==> src/rtl/ufp_div_seq_pkg.sv <==
// Shared fp_core definitions for the sequential ufp divider: FSM states,
// default format widths and small elaboration-time helpers.
package ufp_div_seq_pkg;

   typedef enum logic [1:0] {
      IDLE = 2'd0,
      DIV  = 2'd1,
      DONE = 2'd2
   } state_t;

   localparam int UFP_WL = 16;
   localparam int UFP_QW = 8;

   // Counter width needed to count WL+QW quotient iterations.
   function automatic int cnt_w(input int wl, input int qw);
      return $clog2(wl + qw);
   endfunction

   // Saturation pattern: the low w bits set.
   function automatic logic [63:0] all_ones(input int w);
      return (w >= 64) ? '1 : ((64'd1 << w) - 64'd1);
   endfunction

endpackage

==> src/rtl/ufp_div_seq_if.sv <==
// Unsigned fixed-point word carrier; producers drive val, consumers read it.
interface ufp_if #(parameter int WL = 16);

   logic [WL-1:0] val;

   modport in  (input  val);
   modport out (output val);

endinterface

==> src/rtl/ufp_div_seq_step.sv <==
// One restoring radix-2 division step: shift in a dividend bit, subtract the
// divisor when it fits and emit the resulting quotient bit.
module ufp_div_step #(
   parameter int WL = 16
) (
   input  logic [WL:0]   i_rem,
   input  logic          i_bit,
   input  logic [WL-1:0] i_div,
   output logic [WL:0]   o_rem_next,
   output logic          o_qbit
);

   logic [WL+1:0] w_shift;
   logic [WL:0]   w_diff;

   // The restored remainder is always below the divisor, so the top bit of
   // the shifted value is zero and the difference fits in WL+1 bits.
   assign w_shift    = {i_rem, i_bit};
   assign o_qbit     = (w_shift >= {2'b00, i_div});
   assign w_diff     = w_shift[WL:0] - {1'b0, i_div};
   assign o_rem_next = o_qbit ? w_diff : w_shift[WL:0];

endmodule

==> src/rtl/ufp_div_seq.sv <==
// Iterative restoring divider q = a / b in IW.QW unsigned fixed point, one
// quotient bit per cycle, with saturation and divide-by-zero flags.
module ufp_div_seq
   import ufp_div_seq_pkg::*;
#(
   parameter int WL = UFP_WL,
   parameter int IW = UFP_WL - UFP_QW,
   parameter int QW = UFP_QW
) (
   input  logic   clk,
   input  logic   rst,
   input  logic   in_valid,
   output logic   in_ready,
   ufp_if.in      a,
   ufp_if.in      b,
   output logic   out_valid,
   input  logic   out_ready,
   ufp_if.out     q,
   output logic   ovf,
   output logic   dz,
   output state_t o_dbg_state
);

   // Handshakes: a transfer happens on a rising edge where valid and ready are
   // both high; valid never depends on ready, and a result is held until taken.

   localparam int             N   = IW + QW + QW;  // IW+QW == WL
   localparam int             CW  = cnt_w(WL, QW);
   localparam logic [WL-1:0]  SAT = WL'(all_ones(WL));

   state_t         r_state, w_next;
   logic [WL:0]    r_rem;
   logic [N-2:0]   r_quo;
   logic [N-1:0]   r_dvd;
   logic [WL-1:0]  r_div;
   logic [CW-1:0]  r_cnt;
   logic [WL-1:0]  r_q;
   logic           r_ovf;
   logic           r_dz;

   logic [WL:0]    w_rem_next;
   logic           w_qbit;
   logic [N-1:0]   w_quo_full;
   logic           w_ovf;

   ufp_div_step #(.WL(WL)) u_step (
      .i_rem      (r_rem),
      .i_bit      (r_dvd[N-1]),
      .i_div      (r_div),
      .o_rem_next (w_rem_next),
      .o_qbit     (w_qbit)
   );

   assign w_quo_full = {r_quo, w_qbit};
   assign w_ovf      = |w_quo_full[N-1:WL];

   always_ff @(posedge clk) begin
      if (rst) r_state <= IDLE;
      else     r_state <= w_next;
   end

   always_comb begin
      w_next    = r_state;
      in_ready  = 1'b0;
      out_valid = 1'b0;
      case (r_state)
         IDLE: begin
            in_ready = 1'b1;
            if (in_valid) w_next = (b.val == '0) ? DONE : DIV;
         end
         DIV: begin
            if (r_cnt == '0) w_next = DONE;
         end
         DONE: begin
            out_valid = 1'b1;
            if (out_ready) w_next = IDLE;
         end
         default: w_next = IDLE;
      endcase
   end

   always_ff @(posedge clk) begin
      if (rst) begin
         r_rem <= '0;
         r_quo <= '0;
         r_dvd <= '0;
         r_div <= '0;
         r_cnt <= '0;
         r_q   <= '0;
         r_ovf <= 1'b0;
         r_dz  <= 1'b0;
      end else begin
         case (r_state)
            IDLE: begin
               if (in_valid) begin
                  if (b.val == '0) begin
                     r_q   <= SAT;
                     r_ovf <= 1'b0;
                     r_dz  <= 1'b1;
                  end else begin
                     r_dvd <= {a.val, {QW{1'b0}}};
                     r_div <= b.val;
                     r_rem <= '0;
                     r_quo <= '0;
                     r_cnt <= CW'(N - 1);
                  end
               end
            end
            DIV: begin
               r_rem <= w_rem_next;
               r_quo <= w_quo_full[N-2:0];
               r_dvd <= {r_dvd[N-2:0], 1'b0};
               r_cnt <= r_cnt - CW'(1);
               // Final iteration: apply the width rule to the full quotient.
               if (r_cnt == '0) begin
                  r_q   <= w_ovf ? SAT : w_quo_full[WL-1:0];
                  r_ovf <= w_ovf;
                  r_dz  <= 1'b0;
               end
            end
            default: ;
         endcase
      end
   end

   assign q.val       = r_q;
   assign ovf         = r_ovf;
   assign dz          = r_dz;
   assign o_dbg_state = r_state;

endmodule

==> src/flat_wrapper.sv <==
// flat-port wrapper written by rule: the top's interface ports become plain ports
module ufp_div_seq_flat import ufp_div_seq_pkg::*;
#(
   parameter int WL = UFP_WL,
   parameter int IW = UFP_WL - UFP_QW,
   parameter int QW = UFP_QW
)
  (clk, rst, in_valid, in_ready, out_valid, out_ready, ovf, dz, o_dbg_state, a_val, b_val, q_val);
  ufp_if #(.WL(WL)) a_i ();
  ufp_if #(.WL(WL)) b_i ();
  ufp_if #(.WL(WL)) q_i ();
  input  logic clk;
  input  logic rst;
  input  logic in_valid;
  output logic in_ready;
  output logic out_valid;
  input  logic out_ready;
  output logic ovf;
  output logic dz;
  output state_t o_dbg_state;
  input wire logic [$bits(a_i.val)-1:0] a_val;
  input wire logic [$bits(b_i.val)-1:0] b_val;
  output wire logic [$bits(q_i.val)-1:0] q_val;
  assign a_i.val = a_val;
  assign b_i.val = b_val;
  assign q_val = q_i.val;
  ufp_div_seq #(.WL(WL), .IW(IW), .QW(QW)) u_core (.clk(clk), .rst(rst), .in_valid(in_valid), .in_ready(in_ready), .a(a_i), .b(b_i), .out_valid(out_valid), .out_ready(out_ready), .q(q_i), .ovf(ovf), .dz(dz), .o_dbg_state(o_dbg_state));
endmodule
==> config.mk <==
export PLATFORM = sky130hd
export DESIGN_NAME = ufp_div_seq_flat
export DESIGN_NICKNAME = d
export VERILOG_FILES = /design/src/rtl/ufp_div_seq_pkg.sv /design/src/rtl/ufp_div_seq_if.sv /design/src/rtl/ufp_div_seq_step.sv /design/src/rtl/ufp_div_seq.sv /design/src/flat_wrapper.sv
export SDC_FILE = /design/constraint.sdc
export NUM_CORES = 1
export LEC_CHECK = 0
export CAP_MARGIN = 0
export CORE_MARGIN = 1.5
export CORE_UTILIZATION = 45
export DETAILED_ROUTE_END_ITERATION = 6
export PLACE_DENSITY = 0.63
export SLEW_MARGIN = 20
export SYNTH_ARGS = -nofsm -noshare
export SYNTH_HDL_FRONTEND = slang
export SYNTH_HIERARCHICAL = 1
export SYNTH_SLANG_ARGS = --single-unit
==> constraint.sdc <==
create_clock -name clk -period 4.7 [get_ports clk]
set_clock_uncertainty 0.15 [all_clocks]
set_input_delay 0.94 -clock clk [delete_from_list [all_inputs] [get_ports clk]]
set_output_delay 0.94 -clock clk [all_outputs]
set_load 0.01 [all_outputs]
## Yosys cells after proc, flatten, opt, wreduce, memory -nomap -nowiden

Cells that the tools add are included.

- Flip-flop bits (word level): 105
- Output and inout bits: 22

- Eq/ne operators: 7
- Add/sub/neg operators: 2
- Order comparisons: 1
- Reductions and logical operators: 9
- Mux-type cells: 33
- Bitwise logic cells: 1

Operators by type and width:

| operator | number |
|---|---|
| $mux 16 | 4 |
| $mux 17 | 3 |
| $mux 24 | 2 |
| $pmux 24 s2 | 1 |
| $mux 23 | 2 |
| $pmux 23 s2 | 1 |
| $pmux 17 s2 | 1 |
| $pmux 16 s2 | 1 |
| $ge 18x16->1 | 1 |
| $sub 17x16->17 | 1 |
| $logic_not 16->1 | 1 |
| $mux 5 | 2 |
| $pmux 5 s2 | 1 |
| $reduce_and 3->1 | 3 |
| $mux 1 | 8 |
| $mux 2 | 4 |
| $reduce_or 8->1 | 1 |
| $ne 2x2->1 const B | 3 |
| $pmux 2 s3 | 1 |
| $logic_not 5->1 | 1 |
| $sub 5x1->5 const B | 1 |
| $ne 2x1->1 const B | 2 |
| $pmux 1 s2 | 2 |
| $reduce_and 4->1 | 1 |
| 5 further kinds | 5 |

## Logic depth before layout (Yosys ltp)

Gate-level depths: netlist (run 1).

- Depth after elaboration: 4
- Depth in mapped cells: 13
- Gate-level depth less buffers: 12

## Cells and area by module

Netlist (run 1), hierarchy kept.

Modules (own cells, without submodules):

| module | area each (µm²) | cells an instance | seq. area each (µm²) | instances |
|---|---|---|---|---|
| ufp_div_seq | 4185.3 | 431 | 1941.9 | 1 |
| ufp_div_step | 1068.5 | 159 | 0.0 | 1 |

## Least setup slack after synthesis (run 1)

OpenSTA, ideal clock, no wires.

- Path type: register -> register
- Start point: register u_core.r_dvd[23]
- End point: register u_core.r_rem[14]
- Stages on the path, launching flop included: 13
- Slack: 1831 ps
- Data arrival time: 2587 ps
- Library setup time: 132 ps
- Data required time: 4418 ps
- Buffers on the path: 1
- Cell sequence: dfxtp_1 inv_1 ha_1 inv_1 fa_1 a21o_1 a221o_1 o211ai_2 nand3_4 buf_6 mux2_4 a221oi_1 nor3_1

- Longest elaborated chain between the ends: 3
- Elaborated cells on any way between the ends: 4
- Those cells by class: 1 x add/sub; 1 x order compare; 2 x mux

RTL lines:

| what | line | source |
|---|---|---|
| start, declared | ufp_div_seq.sv:34 | `logic [N-1:0] r_dvd;` |
| start signal, assigned | ufp_div_seq.sv:101 | `r_dvd <= {a.val, {QW{1'b0}}};` |
| start signal, assigned | ufp_div_seq.sv:112 | `r_dvd <= {r_dvd[N-2:0], 1'b0};` |
| $sub 17x16->17 / $ge 18x16->1 (equally long branches) | ufp_div_seq_step.sv:20, ufp_div_seq_step.sv:19 |  |
| $mux 17 * | ufp_div_seq_step.sv:21 | `assign o_rem_next = o_qbit ? w_diff : w_shift[WL:0];` |
| via u_core.w_rem_next[14] | ufp_div_seq.sv:41 | `logic [WL:0] w_rem_next;` |
| $pmux 17 s2 * | ufp_div_seq.sv:93 | `case (r_state)` |
| end signal, assigned | ufp_div_seq.sv:110 | `r_rem <= w_rem_next;` |
| end, declared | ufp_div_seq.sv:32 | `logic [WL:0] r_rem;` |

Mark *: on every way through the listed nets, which the timed path passes. The rest lies on a longest branch.
A chain may end at the register's enable or synchronous reset.

## Final worst setup path (run 1)

- Start point: input in_valid
- End point: register u_core.r_div[4]

- Longest elaborated chain between the ends: 1

RTL lines:

| what | line | source |
|---|---|---|
| start, declared | flat_wrapper.sv:14 | `input logic in_valid;` |
| $reduce_and 3->1 (no source line) | - |  |
| end signal, assigned | ufp_div_seq.sv:102 | `r_div <= b.val;` |
| end, declared | ufp_div_seq.sv:35 | `logic [WL-1:0] r_div;` |

Every way passes these cells.

==> results of run 1 <==
==> path summary, 6_finish.rpt <==
check	slack, ns	startpoint	end	cells after the start
setup reg to reg	1.45	u_core/r_dvd[23]$_SDFFE_PP0P_	u_core/r_rem[4]$_SDFFE_PP0P_	11
setup / recovery	1.43	in_valid	u_core/r_div[4]$_SDFFE_PP0P_	6
hold reg to reg	0.31	u_core/r_dvd[22]$_SDFFE_PP0P_	u_core/r_dvd[22]$_SDFFE_PP0P_	2
hold / removal	0.31	u_core/r_dvd[22]$_SDFFE_PP0P_	u_core/r_dvd[22]$_SDFFE_PP0P_	2
==> worst max-delay path, cell delays in order <==
cell             delay [ns]
clkdlybuf4s50_1        0.60
or3b_2                 0.49
a41oi_2                0.67
buf_4                  0.35
mux2i_1                0.21
nor2_1                 0.05
==> metal layers <==
metal | share of wire (%) | global-route usage (%) | vias to the layer above
li1 | - | - | 2275
met1 | 45 | 26.1 | 2186
met2 | 47 | 34.3 | 124
met3 | 5.1 | 3.39 | 25
met4 | 2.8 | 9.70 | 0
met5 | 0 | 0 | -
==> synthesized netlist by cell type, drive strengths merged (14+ instances only) <==
cell,instances
a21oi,60
buf,23
o221a,16
mux2i,16
nand2,14
a211oi,37
nor2,46
inv,40
clkbuf,28
dfxtp,97
mux2,23
nor3,44
ha,17
a221oi,41
==> power breakdown <==
part / switching [mW] / total (mW) / internal (mW) / leakage [nW]
clock network: 0.328 / 0.741 / 0.413 / 0.146
logic: 0.431 / 0.774 / 0.343 / 1.30
registers: 0.0395 / 0.921 / 0.882 / 0.792
==> registers in the layout (all words and copies together) (netlist names) <==
signal / cells
u_core/dz: 1
u_core/o_dbg_state: 2
u_core/ovf: 1
u_core/q.val: 16
u_core/r_cnt: 5
u_core/r_div: 16
u_core/r_dvd: 16
u_core/r_quo: 23
u_core/r_rem: 17
==> kinds of logic (layout without fill, tap and decap cells) <==
| logic type | after synthesis | after routing |
|---|---|---|
| AO/OA/AOI/OAI | 198 | 198 |
| AND/OR/NAND/NOR | 135 | 135 |
| flip-flops | 97 | 97 |
| buffers and inverters | 91 | 121 |
| multiplexers | 39 | 39 |
| adder cells (fa/ha/maj) | 18 | 18 |
| XOR/XNOR | 12 | 12 |
==> cells in the final DEF (no fill, tap or decap), drive strengths merged, types with 5 or more instances in the layout <==
cell | netlist | final
a211oi | 37 | 37
a21oi | 60 | 60
a221oi | 41 | 41
buf | 23 | 9
clkbuf | 28 | 9
clkdlybuf4s50 | 0 | 56
dfxtp | 97 | 97
ha | 17 | 17
inv | 40 | 41
mux2 | 23 | 23
mux2i | 16 | 16
nand2 | 14 | 14
nand3 | 8 | 8
nor2 | 46 | 46
nor3 | 44 | 44
nor4 | 6 | 6
o21a | 5 | 5
o21ai | 13 | 13
o221a | 16 | 16
xnor2 | 5 | 5
xor2 | 7 | 7
==> cell type report <==
cell class	instances	area (sq um)	area share (%)
well taps	143	179	2.91
clock buffers	9	225	3.66
inverters	40	150	2.44
clock inverters	7	70.1	1.14
repair buffers	65	651	10.6
multi-input cells	402	2930	47.7
flip-flops and latches	97	1940	31.6
==> per-stage QoR <==
stage / cell area [sq um] / setup WS, ns / utilization, % / instances / hold slack, ns
2_1_floorplan: 5250 / 1.83 / - / 590 / 0.281
3_3_place_gp: 5830 / 1.10 / 51.1 / 746 / 0.291
3_5_place_dp: 5830 / 1.05 / 51.1 / 746 / 0.295
4_1_cts: 6130 / 1.42 / 53.7 / 762 / 0.308
5_1_grt: 6150 / 1.19 / 53.9 / 763 / 0.338
6_report: 6150 / 1.43 / 53.9 / 763 / 0.306
==> load_flow_metrics.sql, run 1 <==
INSERT INTO impl_metrics (metric_group, metric, value, unit) VALUES
('logic_synthesis', 'synthArstFlopShare', '0', '%'),
('floorplan', 'die_x', '111', 'um'),
('clock_network', 'clock_buffer_count_from_cts', '9', ''),
('placement', 'gpl.final_weighted_congestion', '0.830', ''),
('worst_hold_path', 'min_path_type', 'reg2reg', ''),
('route', 'avgRoutedWirePerCell', '16.3', 'um'),
('grt', 'antenna_found_initial', '0', ''),
('clock_network', 'tritoncts_sinks', '97', ''),
('logic_synthesis', 'yosysTopAreaCell', 'dfxtp_1', ''),
('finish', 'antenna_cells_inserted', '0', ''),
('sta', 'rsz0062_at_grt', 'no', ''),
('logic_synthesis', 'syn-num-nets', '644', ''),
('floorplan', 'core', '0.0114', 'sq mm'),
('logic_synthesis', 'yosysWarningCount', '6', ''),
('logic_synthesis', 'share_of_the_yosys_chip_area_belonging_to_registers', '37.0', '%'),
('route', 'drt_pre_antenna_iters', '4', ''),
('clock_network', 'htreeDepth', '3', ''),
('logic_synthesis', 'post_synth_main_area_contributors', 'dfxtp_1 (37%), a221oi_1 (6.8%), a21oi_1 (5.7%), a211oi_1 (5.3%), mux2_2 (4.5%)', ''),
('pwr', 'power-per-cell-area', '396', 'mW/mm^2'),
('placement', 'numPortBuffers', '57', ''),
('clock_network', 'clock_path_buffers', '2', ''),
('clock_network', 'cts-root-buf', 'clkbuf_16', ''),
('finish', 'num-fill-cells', '1012', ''),
('route', 'drcViolationCount', '0', ''),
('logic_synthesis', 'netlist_area', '0.00525', 'sq mm'),
('grt', 'grt_start_max_net_pins', '58', ''),
('logic_synthesis', 'synth_edf_count', '0', ''),
('route', 'final_antenna_net_count', '0', ''),
('floorplan', 'fp-row-count', '39', ''),
('grt', 'grt_usage', '20.6', '%'),
('grt', 'grt_first_pass_wirelength', '21100', 'um'),
('critical_path', 'criticalPathCategory', 'in2reg', ''),
('clock_network', 'worst_skew_pair.late_latency', '0.35', 'ns'),
('floorplan', 'die_y', '111', 'um'),
('sta', 'fmax', '306', 'MHz'),
('logic_synthesis', 'yosys.area_share.xor_xnor', '2.00', '%'),
('sta', 'setup_viol', '0', ''),
('logic_synthesis', 'post_synthesis_sequential_element_count', '97', ''),
('logic_synthesis', 'synth_top_family_by_area', 'compound AO/OA/AOI/OAI gates', ''),
('logic_synthesis', 'synthMuxAreaShare', '8.12', '%'),
('critical_path', 'timing.critical_path.from_type', 'primary input', ''),
('logic_synthesis', 'syn-mean-instance-area', '8.90', 'sq um'),
('logic_synthesis', 'yosys.cell_types.count', '55', ''),
('critical_path', 'worst-endpoint-required', '4.76', 'ns'),
('clock_network', 'postCtsSetupRepairBufs', '0', ''),
('logic_synthesis', 'synth_fa_ha_area_share', '4.43', '%'),
('sta', 'hold_viol_final', '0', ''),
('clock_network', 'clkSlewWorstSetupHoldPaths', '0.06', 'ns'),
('sta', 'max_slew_margin', '40.0', '%'),
('job', 'max-cap-violations', '0', ''),
('clock_network', 'postCtsResizedCells', '0', ''),
('sta', 'setup_total_negative_slack', '0', 'ns'),
('critical_path', 'worst_setup_path_end_kind', 'flop', ''),
('sta', 'finalMaxSlewViolations', '0', ''),
('floorplan', 'design.portCount', '58', ''),
('sta', 'max_slew.worst_pin.slew', '0.900', 'ns'),
('finish', 'layout-drive-gt1-share', '11.5', '%'),
('status', 'status', 'completed', ''),
('grt', 'number_of_global_route_vias_before_repair', '4479', ''),
('route', 'route.final.wire_length', '12500', 'um'),
('route', 'vias', '4610', ''),
('finish', 'num-nets-final', '669', ''),
('floorplan', 'floorplan.die_area', '0.0123', 'sq mm'),
('floorplan', 'initial_core_utilization', '46.0', '%'),
('sta', 'final.period_utilization', '69.5', '%'),
('critical_path', 'crit_arrival', '3.33', 'ns'),
('finish', 'layout-area-overhead-vs-synth', '17.1', '%'),
('logic_synthesis', 'yosys.area_share.simple', '13.3', '%'),
('sta', 'finalWorstPathRequiredPeriod', '3.27', 'ns'),
('clock_network', 'postCtsHoldBufs', '0', ''),
('logic_synthesis', 'synth-main-ff-cell', 'dfxtp_1', ''),
('route', 'drt-initial-drc-count', '263', ''),
('logic_synthesis', 'share_of_yosys_cell_area_claimed_by_the_top_area_cell_type', '37.0', '%'),
('pwr', 'power', '2.44', 'mW'),
('logic_synthesis', 'synth-compound-area-share', '27.5', '%'),
('route', 'via_per_instance_ratio', '6.04', ''),
('clock_network', 'cts_tree', 'done', ''),
('critical_path', 'worst-path-max-fanout', '10', ''),
('grt', 'grt-ovfl-total', '0', ''),
('logic_synthesis', 'syn_inst', '590', ''),
('placement', 'post_dp_hpwl', '8080', 'um'),
('pwr', 'cellLeakagePower', '2.24', 'nW'),
('pwr', 'power.ir.vdd_worst', '0.244', 'mV');
Note: power is estimated with default switching activity, not from simulation.
==> run 2, diff against run 1 <==
- clock period: 4.7 -> 3.3 ns (I/O delays scaled with it)
==> run 2 against run 1 <==
Against the previous run:
- worst hold slack improved by 0.0034 ns
- via count up 1.9%
- power rose by 40%
- routed wire length up 5.4%
- sequential power rose by 42%
- highest routed layer unchanged
==> load_flow_metrics.sql, run 2 (synthesized netlist as in run 1, its figures left out) <==
INSERT INTO impl_metrics (metric_group, metric, value, unit) VALUES
('grt', 'number_of_global_route_vias_before_repair', '4507', ''),
('floorplan', 'floorplan.die_area', '0.0123', 'sq mm'),
('placement', 'post_dp_hpwl', '8370', 'um'),
('placement', 'gpl.final_weighted_congestion', '0.879', ''),
('grt', 'grt_util_met1', '28.0', '%'),
('critical_path', 'crit_arrival', '3.28', 'ns'),
('finish', 'layout_commonest_cell', 'dfxtp_1', ''),
('critical_path', 'worst_setup_path_end_kind', 'flop', ''),
('critical_path', 'setup.reg_to_reg.worst_slack', '0.09', 'ns'),
('grt', 'grt_start_max_net_pins', '71', ''),
('sta', 'final.period_utilization', '97.4', '%'),
('clock_network', 'cts-root-buf', 'clkbuf_16', ''),
('grt', 'groute.layer.met2.usage', '35.6', '%'),
('worst_hold_path', 'min_path_type', 'reg2reg', ''),
('status', 'status', 'completed', ''),
('critical_path', 'timing.critical_path.from_type', 'flop', ''),
('sta', 'rsz0062_at_grt', 'yes', ''),
('clock_network', 'tritoncts_sinks', '97', ''),
('pwr', 'power.ir.vdd_worst', '0.446', 'mV'),
('critical_path', 'ff2ff_path_depth', '12', ''),
('clock_network', 'cts_tree', 'done', ''),
('critical_path', 'worst-endpoint-required', '3.36', 'ns'),
('floorplan', 'initial_core_utilization', '46.0', '%'),
('sta', 'max_slew_margin', '51.2', '%'),
('finish', 'num-nets-final', '678', ''),
('route', 'via_per_instance_ratio', '6.09', ''),
('grt', 'gr-max-usage-layer', 'met2', ''),
('grt', 'grt_usage', '21.6', '%'),
('critical_path', 'endpoint', 'u_core/r_rem[10]$_SDFFE_PP0P_', ''),
('finish', 'num-fill-cells', '1073', ''),
('route', 'final_antenna_net_count', '0', ''),
('sta', 'setup_total_negative_slack', '0', 'ns'),
('grt', 'groute.layer.met3.usage', '5.08', '%'),
('grt', 'grt-ovfl-total', '0', ''),
('finish', 'design_area', '0.00621', 'sq mm'),
('finish', 'utilization', '54.4', '%'),
('placement', 'numPortBuffers', '57', ''),
('critical_path', 'r2r_start', 'u_core/r_dvd[23]$_SDFFE_PP0P_', ''),
('finish', 'combined_area_of_the_multi_input_logic_cells', '0.00297', 'sq mm'),
('floorplan', 'die_y', '111', 'um'),
('critical_path', 'r2r_end', 'u_core/r_rem[10]$_SDFFE_PP0P_', ''),
('sta', 'finalMaxSlewViolations', '0', ''),
('clock_network', 'clock_buffer_count_from_cts', '9', ''),
('clock_network', 'htreeDepth', '3', ''),
('finish', 'layout-area-overhead-vs-synth', '18.3', '%'),
('finish', 'antenna_cells_inserted', '0', ''),
('finish', 'layout_common_cells', 'dfxtp_1 (97), a21oi_1 (59), clkdlybuf4s50_1 (56)', ''),
('floorplan', 'core', '0.0114', 'sq mm'),
('job', 'max-cap-violations', '0', ''),
('route', 'route.final.wire_length', '13100', 'um'),
('clock_network', 'clkSlewWorstSetupHoldPaths', '0.07', 'ns'),
('floorplan', 'fp-row-count', '39', ''),
('clock_network', 'worst_skew_pair.late_latency', '0.35', 'ns'),
('route', 'vias', '4696', ''),
('grt', 'antenna_found_initial', '0', ''),
('sta', 'hold_viol_final', '0', ''),
('critical_path', 'critPathLaunch', 'u_core/r_dvd[23]$_SDFFE_PP0P_', ''),
('finish', 'largest_register_by_flop_count', 'u_core/r_quo', ''),
('critical_path', 'criticalPathCategory', 'reg2reg', ''),
('pwr', 'cellLeakagePower', '2.28', 'nW'),
('clock_network', 'postCtsSetupRepairBufs', '0', ''),
('route', 'drcViolationCount', '0', ''),
('placement', 'dpl_cell_area', '0.00592', 'sq mm'),
('route', 'drt_pre_antenna_iters', '5', ''),
('pwr', 'power-per-cell-area', '551', 'mW/mm^2'),
('finish', 'layout.area.seq', '0.00194', 'sq mm'),
('route', 'avgRoutedWirePerCell', '17.0', 'um'),
('floorplan', 'die_x', '111', 'um'),
('finish', 'layout-drive-gt1-share', '12.4', '%'),
('sta', 'finalWorstPathRequiredPeriod', '3.21', 'ns'),
('finish', 'largest_register_ff_count', '23', ''),
('grt', 'grt_first_pass_wirelength', '21900', 'um'),
('floorplan', 'design.portCount', '58', ''),
('sta', 'setup_viol', '0', ''),
('sta', 'max_slew.worst_pin.slew', '0.731', 'ns'),
('finish', 'largest_registers', 'u_core/r_quo: 23 flops, u_core/r_rem: 17 flops', ''),
('sta', 'fmax', '311', 'MHz'),
('clock_network', 'clock_path_buffers', '2', ''),
('critical_path', 'worst-path-max-fanout', '14', ''),
('route', 'drt-initial-drc-count', '385', '');
-- run 2: power by group --
| part | total, mW | internal (mW) | switching, mW |
|---|---|---|---|
| Clock | 0.949 | 0.510 | 0.439 |
| Combinational | 1.16 | 0.502 | 0.659 |
| Sequential | 1.31 | 1.26 | 0.0553 |
-- run 2: per-stage QoR --
stage | instances | worst slack [ns] | power, mW | hold slack [ns]
floorplan | 590 | 0.431 | 2.17 | 0.281
global placement | 754 | 0.208 | 2.41 | 0.291
CTS | 769 | 0.0816 | 3.40 | 0.308
global route | 771 | -0.0373 | 3.62 | 0.334
detailed placement | 754 | 0.104 | 2.44 | 0.295
finish | 771 | 0.0856 | 3.42 | 0.309
-- run 2: repair_timing --
item                       in CTS  in global routing
hold buffers                    0                  0
setup endpoints to repair       0                 10
gates resized for setup         0                  2
-- run 2: how the worst min path moves through the flow --
stage / cells after the start / startpoint / end
final: 2 / u_core/r_dvd[17]$_SDFFE_PP0P_ / u_core/r_dvd[17]$_SDFFE_PP0P_
after global routing: 2 / u_core/r_dvd[20]$_SDFFE_PP0P_ / u_core/r_dvd[20]$_SDFFE_PP0P_
after CTS: 2 / u_core/r_dvd[16]$_SDFFE_PP0P_ / u_core/r_dvd[16]$_SDFFE_PP0P_
after detailed placement: 2 / u_core/r_dvd[17]$_SDFFE_PP0P_ / u_core/r_dvd[17]$_SDFFE_PP0P_
after global placement: 2 / u_core/r_dvd[18]$_SDFFE_PP0P_ / u_core/r_dvd[18]$_SDFFE_PP0P_
after floorplan: 2 / u_core/r_dvd[10]$_SDFFE_PP0P_ / u_core/r_dvd[10]$_SDFFE_PP0P_
-- run 2: final cells by class --
type	instances	area share [%]
Multi-Input combinational cell	404	47.7
Sequential cell	97	31.2
Timing Repair Buffer	72	11.5
Clock buffer	11	3.74
Tap cell	143	2.88
Inverter	40	2.42
Clock inverter	4	0.483
-- run 2: critical path: stages, from the launching register on --
cell      delay, ns
dfxtp_1        0.32
inv_1          0.06
ha_1           0.15
inv_1          0.06
fa_1           0.40
a21o_1         0.21
a221o_1        0.41
o211ai_4       0.27
nand3_2        0.37
nor2_1         0.21
a21oi_1        0.08
a221oi_1       0.31
nor3_1         0.08
-- run 2: per-layer routing --
layer / wire (um) / vias to the layer above
li1: - / 2293
met1: 6040 / 2270
met2: 6280 / 118
met3: 584 / 15
met4: 235 / 0
met5: 0 / -
